`config.mk`:
```
export PLATFORM = sky130hd
export DESIGN_NAME = apb_cmd_master_flat
export DESIGN_NICKNAME = d
export VERILOG_FILES = /design/src/rtl/apb_cmd_master_if.sv /design/src/rtl/apb_cmd_master.sv /design/src/flat_wrapper.sv
export SDC_FILE = /design/constraint.sdc
export NUM_CORES = 1
export LEC_CHECK = 0
export CORE_MARGIN = 4
export CORE_UTILIZATION = 42
export DETAILED_ROUTE_END_ITERATION = 10
export PLACE_DENSITY = 0.78
export SYNTH_ARGS = -nofsm -noshare
export SYNTH_HDL_FRONTEND = slang
export SYNTH_SLANG_ARGS = --single-unit
```
`constraint.sdc`:
```
create_clock -name clk -period 2.07 [get_ports clk]
set_input_delay 0.414 -clock clk [delete_from_list [all_inputs] [get_ports clk]]
set_output_delay 0.414 -clock clk [all_outputs]
set_load 0.02 [all_outputs]
```
`src/rtl/apb_cmd_master_if.sv`:
```
// Requester command/response channel plus the APB bus driven by apb_cmd_master.
// The master modport is the APB master side; slave is the requester/peripheral side.
interface apb_cmd_master_if #(
    parameter int addrWidth = 32,
    parameter int dataWidth = 8
);
    logic                 cmd_valid;
    logic                 cmd_ready;
    logic                 cmd_write;
    logic [addrWidth-1:0] cmd_addr;
    logic [dataWidth-1:0] cmd_wdata;
    logic                 rsp_valid;
    logic [dataWidth-1:0] rsp_rdata;
    logic                 rsp_err;
    logic                 rsp_timeout;
    logic                 psel;
    logic                 penable;
    logic                 pwrite;
    logic [addrWidth-1:0] paddr;
    logic [dataWidth-1:0] pwdata;
    logic [dataWidth-1:0] prdata;
    logic                 pready;
    logic                 pslverr;

    modport master (
        input  cmd_valid, cmd_write, cmd_addr, cmd_wdata,
        input  prdata, pready, pslverr,
        output cmd_ready, rsp_valid, rsp_rdata, rsp_err, rsp_timeout,
        output psel, penable, pwrite, paddr, pwdata
    );

    modport slave (
        output cmd_valid, cmd_write, cmd_addr, cmd_wdata,
        output prdata, pready, pslverr,
        input  cmd_ready, rsp_valid, rsp_rdata, rsp_err, rsp_timeout,
        input  psel, penable, pwrite, paddr, pwdata
    );
endinterface

```
`src/rtl/apb_cmd_master.sv`:
```
// Single-command APB master: IDLE -> SETUP -> ACCESS with wait states and
// an optional ACCESS timeout; every output comes straight from a flop.
module apb_cmd_master #(
    parameter int addrWidth     = 32,
    parameter int dataWidth     = 8,
    parameter int timeoutCycles = 16
) (
    input  logic             clk,
    input  logic             reset,
    apb_cmd_master_if.master bus
);
    localparam int  CntW      = (timeoutCycles > 1) ? $clog2(timeoutCycles) : 1;
    localparam bit  TimeoutOn = (timeoutCycles != 0);
    localparam logic [CntW-1:0] CntLast =
        CntW'((timeoutCycles > 0) ? timeoutCycles - 1 : 0);

    typedef enum logic [1:0] {IDLE, SETUP, ACCESS} state_e;

    state_e               state_q, state_d;
    logic                 ready_q, ready_d;
    logic                 psel_q, psel_d;
    logic                 penable_q, penable_d;
    logic                 pwrite_q, pwrite_d;
    logic [addrWidth-1:0] paddr_q, paddr_d;
    logic [dataWidth-1:0] pwdata_q, pwdata_d;
    logic                 rvalid_q, rvalid_d;
    logic [dataWidth-1:0] rdata_q, rdata_d;
    logic                 err_q, err_d;
    logic                 to_q, to_d;
    logic [CntW-1:0]      cnt_q, cnt_d;

    always_ff @(posedge clk or posedge reset) begin
        if (reset) begin
            state_q   <= IDLE;
            ready_q   <= 1'b1;
            psel_q    <= 1'b0;
            penable_q <= 1'b0;
            pwrite_q  <= 1'b0;
            paddr_q   <= '0;
            pwdata_q  <= '0;
            rvalid_q  <= 1'b0;
            rdata_q   <= '0;
            err_q     <= 1'b0;
            to_q      <= 1'b0;
            cnt_q     <= '0;
        end else begin
            state_q   <= state_d;
            ready_q   <= ready_d;
            psel_q    <= psel_d;
            penable_q <= penable_d;
            pwrite_q  <= pwrite_d;
            paddr_q   <= paddr_d;
            pwdata_q  <= pwdata_d;
            rvalid_q  <= rvalid_d;
            rdata_q   <= rdata_d;
            err_q     <= err_d;
            to_q      <= to_d;
            cnt_q     <= cnt_d;
        end
    end

    always_comb begin
        state_d   = state_q;
        ready_d   = ready_q;
        psel_d    = psel_q;
        penable_d = penable_q;
        pwrite_d  = pwrite_q;
        paddr_d   = paddr_q;
        pwdata_d  = pwdata_q;
        rvalid_d  = 1'b0;
        rdata_d   = rdata_q;
        err_d     = err_q;
        to_d      = to_q;
        cnt_d     = cnt_q;
        unique case (state_q)
            IDLE: begin
                if (bus.cmd_valid) begin
                    state_d  = SETUP;
                    ready_d  = 1'b0;
                    psel_d   = 1'b1;
                    pwrite_d = bus.cmd_write;
                    paddr_d  = bus.cmd_addr;
                    pwdata_d = bus.cmd_write ? bus.cmd_wdata : '0;
                end
            end
            SETUP: begin
                state_d   = ACCESS;
                penable_d = 1'b1;
                cnt_d     = '0;
            end
            ACCESS: begin
                // pready on the timeout edge still completes normally
                if (bus.pready) begin
                    state_d   = IDLE;
                    ready_d   = 1'b1;
                    psel_d    = 1'b0;
                    penable_d = 1'b0;
                    rvalid_d  = 1'b1;
                    rdata_d   = pwrite_q ? '0 : bus.prdata;
                    err_d     = bus.pslverr;
                    to_d      = 1'b0;
                end else if (TimeoutOn && cnt_q == CntLast) begin
                    state_d   = IDLE;
                    ready_d   = 1'b1;
                    psel_d    = 1'b0;
                    penable_d = 1'b0;
                    rvalid_d  = 1'b1;
                    rdata_d   = '0;
                    err_d     = 1'b1;
                    to_d      = 1'b1;
                end else begin
                    cnt_d = cnt_q + CntW'(1);
                end
            end
            default: state_d = IDLE;
        endcase
    end

    assign bus.cmd_ready   = ready_q;
    assign bus.psel        = psel_q;
    assign bus.penable     = penable_q;
    assign bus.pwrite      = pwrite_q;
    assign bus.paddr       = paddr_q;
    assign bus.pwdata      = pwdata_q;
    assign bus.rsp_valid   = rvalid_q;
    assign bus.rsp_rdata   = rdata_q;
    assign bus.rsp_err     = err_q;
    assign bus.rsp_timeout = to_q;
endmodule

```
`src/flat_wrapper.sv`:
```
// flat-port wrapper written by rule: the top's interface ports become plain ports
module apb_cmd_master_flat 
#(
    parameter int addrWidth     = 32,
    parameter int dataWidth     = 8,
    parameter int timeoutCycles = 16
)
  (clk, reset, bus_cmd_valid, bus_cmd_write, bus_cmd_addr, bus_cmd_wdata, bus_prdata, bus_pready, bus_pslverr, bus_cmd_ready, bus_rsp_valid, bus_rsp_rdata, bus_rsp_err, bus_rsp_timeout, bus_psel, bus_penable, bus_pwrite, bus_paddr, bus_pwdata);
  apb_cmd_master_if #(.addrWidth(addrWidth), .dataWidth(dataWidth)) bus_i ();
  input  logic clk;
  input  logic reset;
  input wire logic [$bits(bus_i.cmd_valid)-1:0] bus_cmd_valid;
  input wire logic [$bits(bus_i.cmd_write)-1:0] bus_cmd_write;
  input wire logic [$bits(bus_i.cmd_addr)-1:0] bus_cmd_addr;
  input wire logic [$bits(bus_i.cmd_wdata)-1:0] bus_cmd_wdata;
  input wire logic [$bits(bus_i.prdata)-1:0] bus_prdata;
  input wire logic [$bits(bus_i.pready)-1:0] bus_pready;
  input wire logic [$bits(bus_i.pslverr)-1:0] bus_pslverr;
  output wire logic [$bits(bus_i.cmd_ready)-1:0] bus_cmd_ready;
  output wire logic [$bits(bus_i.rsp_valid)-1:0] bus_rsp_valid;
  output wire logic [$bits(bus_i.rsp_rdata)-1:0] bus_rsp_rdata;
  output wire logic [$bits(bus_i.rsp_err)-1:0] bus_rsp_err;
  output wire logic [$bits(bus_i.rsp_timeout)-1:0] bus_rsp_timeout;
  output wire logic [$bits(bus_i.psel)-1:0] bus_psel;
  output wire logic [$bits(bus_i.penable)-1:0] bus_penable;
  output wire logic [$bits(bus_i.pwrite)-1:0] bus_pwrite;
  output wire logic [$bits(bus_i.paddr)-1:0] bus_paddr;
  output wire logic [$bits(bus_i.pwdata)-1:0] bus_pwdata;
  assign bus_i.cmd_valid = bus_cmd_valid;
  assign bus_i.cmd_write = bus_cmd_write;
  assign bus_i.cmd_addr = bus_cmd_addr;
  assign bus_i.cmd_wdata = bus_cmd_wdata;
  assign bus_i.prdata = bus_prdata;
  assign bus_i.pready = bus_pready;
  assign bus_i.pslverr = bus_pslverr;
  assign bus_cmd_ready = bus_i.cmd_ready;
  assign bus_rsp_valid = bus_i.rsp_valid;
  assign bus_rsp_rdata = bus_i.rsp_rdata;
  assign bus_rsp_err = bus_i.rsp_err;
  assign bus_rsp_timeout = bus_i.rsp_timeout;
  assign bus_psel = bus_i.psel;
  assign bus_penable = bus_i.penable;
  assign bus_pwrite = bus_i.pwrite;
  assign bus_paddr = bus_i.paddr;
  assign bus_pwdata = bus_i.pwdata;
  apb_cmd_master #(.addrWidth(addrWidth), .dataWidth(dataWidth), .timeoutCycles(timeoutCycles)) u_core (.clk(clk), .reset(reset), .bus(bus_i));
endmodule
```
Word-level counts from Yosys, hierarchy flattened
Index checks and enable logic that the tools add are counted.
{ "word_totals": {"ff_bits": 61, "in_bits": 54, "output_inout_bits": 55} }
{ "op_classes": {"n_addsub": 1, "n_eq_ne": 7, "muxes": 25, "reduce_logical": 10} }
{ "op_table": {"columns": ["op", "n"], "rows": [
  ["2-to-1 mux 8 bit", 4],
  ["2-to-1 mux 1 bit", 11],
  ["2-to-1 mux 4 bit", 2],
  ["one-hot mux 4 bit (2 select lines)", 1],
  ["AND reduction 2 bit", 4],
  ["2-to-1 mux 2 bit", 3],
  ["!= test 2 bit (second input constant)", 3],
  ["one-hot mux 1 bit (2 select lines)", 3],
  ["one-hot mux 2 bit (3 select lines)", 1],
  ["AND reduction 3 bit", 2],
  ["nonzero test 2 bit", 3],
  ["adder 4 x 1 -> 4 bit (second input constant)", 1],
  ["equality test 4 bit (second input constant)", 1],
  ["!= test 3 x 2 -> 1 bit (second input constant)", 1],
  ["equality test 2 x 1 -> 1 bit (second input constant)", 1],
  ["equality test 2 bit (second input constant)", 1],
  ["zero test 2 bit", 1]
]} }

Longest topological paths before layout
{ "logic_depth": {"depth_word": 4, "mapped_depth": 6, "mapped_depth_nobuf": 5} }

Worst setup path before layout
Ideal clock, no wire load.
{ "synth_timing": {"path_type": "reg2reg", "from": "register u_core.state_q[0]", "to": "register u_core.paddr_q[0], in the netlist u_core.bus.paddr[0]", "t_arrival_ns": 1.312, "required_ns": 1.945, "path_slack_ns": 0.633, "stages_incl_launch_ff": 6, "n_path_buf": 1, "period_less_slack_ns": 1.437, "path_cell_list": "dfrtp_1 > inv_1 > ha_1 > nand2_1 > buf_2 > mux2_2"} }
{ "synth_via": {"elab_chain_cells": 2} }
{ "synth_rtl": {"columns": ["element", "line_no", "rtl"], "rows": [
  ["start: declaration", "apb_cmd_master.sv:19", "state_e state_q, state_d;"],
  ["start signal: assignment", "apb_cmd_master.sv:47", "state_q <= state_d;"],
  ["zero test 2 bit", "apb_cmd_master.sv:75", "unique case (state_q)"],
  ["AND reduction 2 bit (no line)", null, null],
  ["end signal: assignment", "apb_cmd_master.sv:52", "paddr_q <= paddr_d;"],
  ["end: declaration", "apb_cmd_master.sv:24", "logic [addrWidth-1:0] paddr_q, paddr_d;"]
]} }
Every way passes these cells.
A chain may end at the register's enable or synchronous reset.

Worst setup path in the final report
{ "layout_timing": {"from": "register u_core.ready_q, in the netlist u_core.bus.cmd_ready", "to": "output bus_cmd_ready"} }
{ "layout_lines": {"columns": ["element", "line_no", "rtl"], "rows": [
  ["start: declaration", "apb_cmd_master.sv:20", "logic ready_q, ready_d;"],
  ["start signal: assignment", "apb_cmd_master.sv:48", "ready_q <= ready_d;"],
  ["end: declaration", "flat_wrapper.sv:19", "output wire logic [$bits(bus_i.cmd_ready)-1:0] bus_cmd_ready;"]
]} }
No word-level cell between the ends.

==> qor.yml <==
worst_setup_path:
  crit_path_end_kind: "output pin"
  critPathMaxStageDelay_ns: 0.61
  timing.rr.end: "u_core.bus.paddr[4]"
  cp.required_ns: 1.66
  arrival_ns: 1.49
  r2r_slack_ns: 0.48
  start_kind: "flip-flop"
  timing.critical_path.cells: "clkdlybuf4s50_1"
  reg2reg_from: "u_core.state_q[0]"
  path_delay_family: "buffers and inverters"
  crit_fanout: 4
  critical_path_buf_inv_count: 1
  path_class: "flip-flop to output pin"
  slowest_stage: "clkdlybuf4s50_1"
  reg2regPathDepth: 5
die:
  core_area_um2: 5890
  dieHeight_um: 85.8
  num_io_pins: 109
  placementRows: 28
  die_w_um: 85.8
  die_area_um2: 7370
  initial_core_util_pct: 43.2
detailed_routing:
  drt_iter0_drc: 53
  wl_mm: 6.09
  post-route-drc-count: 0
  vias: 1957
  drt_pass1_iterations: 4
  viasPerCell: 4.93
  antenna_left: 0
  wl_per_cell_um: 15.3
yosys:
  yosys_warnings: 0
  synth_area_um2: 2540
  post-synth-top-count-cell: "dfrtp_1"
  ys_top_cells_by_count: "60 x dfrtp_1, 35 x mux2_2, 27 x nand2_1"
  syn-instance-count: 201
  synth_flop_cell: "dfrtp_1"
  syn_nets: 261
  synth_top_area_share_pct: 59.0
  synth_seq_area_share_pct: 60.1
  synth_edf_count: 0
  syn_avg_cell_area_um2: 12.7
  synth-seq-cells: 61
  synth.top_cells.by_area: "dfrtp_1 59%, mux2_2 15%, o21ai_0 4.3%"
  synth_top_cell_by_area: "dfrtp_1"
  synth_cell_types: 26
  async_reset_ff_share_pct: 100
clock_network:
  cts_buffers: 9
  ctsRootBufferMaster: "clkbuf_8"
  clock_tree.buffer_depth: 2
  clock_latency_ns: 0.33
  cts_hold_buf: 0
  cts.sinks: 61
  cts_tree: "built"
  clkSlewWorstSetupHoldPaths_ns: 0.06
  ctsResizeCount: 0
  cts.htree.levels: 3
  cts_setup_buffers: 0
sta:
  fin_crit_sh_pct: 92.0
  hold_viol_final: 0
  fin_setup_tns_ns: 0
  setup_viol: 0
  layout_min_cycle_time_ns: 1.91
  fmax_mhz: 525
  worstMarginPinSlew_ns: 0.496
  skew_ns: 0.00467
  slew_viol_final: 0
  slew_headroom_pct: 66.9
  rsz0062_at_grt: "no"
global_routing:
  grtUsageTotal_pct: 17.6
  grt-ovfl-total: 0
  grt_pass1_wl_mm: 9.96
  grt_max_degree: 51
  antenna_found_initial: 0
  grt_pass1_vias: 2000
power_and_ir_drop:
  leakage_nw: 1.71
  power_frac_seq_pct: 33.3
  pwr-share-comb_pct: 49.8
  p_per_area_nw_per_um2: 1550
  p_sw_mw: 2.18
  clkPwrFrac_pct: 16.9
  power_mw: 6.15
  swShare_pct: 35.5
  peakVddDrop_mv: 0.897
  intPower_mw: 3.96
placed_design:
  io_buffers: 108
  place.gp.congestion: 0.743
  dp_hpwl_mm: 4.61
  placed_cells: 382
hold_path:
  holdCritPathClass: "primary input to async pin"
job:
  max-cap-violations: 0
status:
  outcome: "completed"
layout:
  area_delta_synth_final_pct: 55.5
  drive_gt1_share_pct: 18.9
  diodes: 0
  fin_cells: 397
  nNetsFinal: 378
flip-flops by register name, indices dropped and copies added, names as in the netlist:
signal and count:
u_core.state_q 2, u_core.bus.cmd_ready 1, u_core.bus.psel 1, u_core.cnt_q 4, u_core.bus.penable 1, u_core.bus.rsp_err 1
u_core.bus.rsp_valid 1, u_core.bus.paddr 32, u_core.bus.rsp_rdata 8, u_core.bus.rsp_timeout 1, u_core.bus.pwrite 1, u_core.bus.pwdata 8
worst max-delay path by stage:
stage | startpoint | end | slack [ns] | cells past startpoint
global route | u_core.bus.cmd_ready | bus_cmd_ready | 0.12 | 1
detailed placement | bus_pready | u_core.state_q[0] | 0.28 | 4
floorplan | reset | u_core.bus.paddr[0] | 0.14 | 1
CTS | u_core.bus.cmd_ready | bus_cmd_ready | 0.14 | 1
finish | u_core.bus.cmd_ready | bus_cmd_ready | 0.16 | 1
global placement | bus_pready | u_core.state_q[0] | 0.33 | 4
cell families after synthesis:
group,count (synthesis),share of synthesized area (%)
multiplexers,38,16.7
AO/OA/AOI/OAI,32,7.87
adder cells (fa/ha/maj),6,2.95
buffers and inverters,18,2.85
flip-flops,61,60.1
AND/OR/NAND/NOR,46,9.59
cell type report:
cell class,count,area (um^2)
Sequential cell,61,1530
Clock buffer,14,163
Tap cell,75,93.8
Timing Repair Buffer,116,1170
Inverter,8,30.0
Clock inverter,1,30.0
Multi-Input combinational cell,122,946
Fill cell,480,1930
routing by layer:
layer,GRT usage (%),wire length [um]
met5,0,0
met4,8.78,131
met3,4.90,428
met2,28.2,3040
met1,22.0,2500
stage by stage:
stage                     utilization (%)  hold slack, ns  cell area, um^2  setup WS, ns
final                                67.2           0.443             3960         0.165
after global routing                 67.2           0.474             3960         0.122
after CTS                            67.2           0.448             3960         0.141
after detailed placement             63.9           0.475             3760         0.285
after global placement               63.9           0.461             3760         0.328
after floorplan                         -           0.471             2540         0.145
power by group through the flow:
stage / Combinational (mW) / Sequential (mW) / Clock, mW
2_1_floorplan: 0.973 / 2.71 / 0
3_3_place_gp: 3.02 / 2.05 / 0
3_5_place_dp: 3.10 / 2.08 / 0
4_1_cts: 3.11 / 2.06 / 1.07
5_1_grt: 3.28 / 2.13 / 1.13
6_report: 3.06 / 2.05 / 1.04
layout by cell type, fill, tap and decap left out, drive strengths merged:
cell type      count
inv                8
mux2i              3
nand3              1
clkdlybuf4s50    108
o21ai             22
dfrtp             60
o2bb2ai            2
nand4b             8
nor2b              2
ha                 6
clkbuf            14
dfstp              1
nand2             27
o2111ai            2
o22ai              1
mux2              35
and3               2
a2bb2oi            1
nand4              2
a31oi              1
buf                8
bufinv             1
or2                1
nand2b             3
a21oi              3
Power figures use the tool's default switching activity.
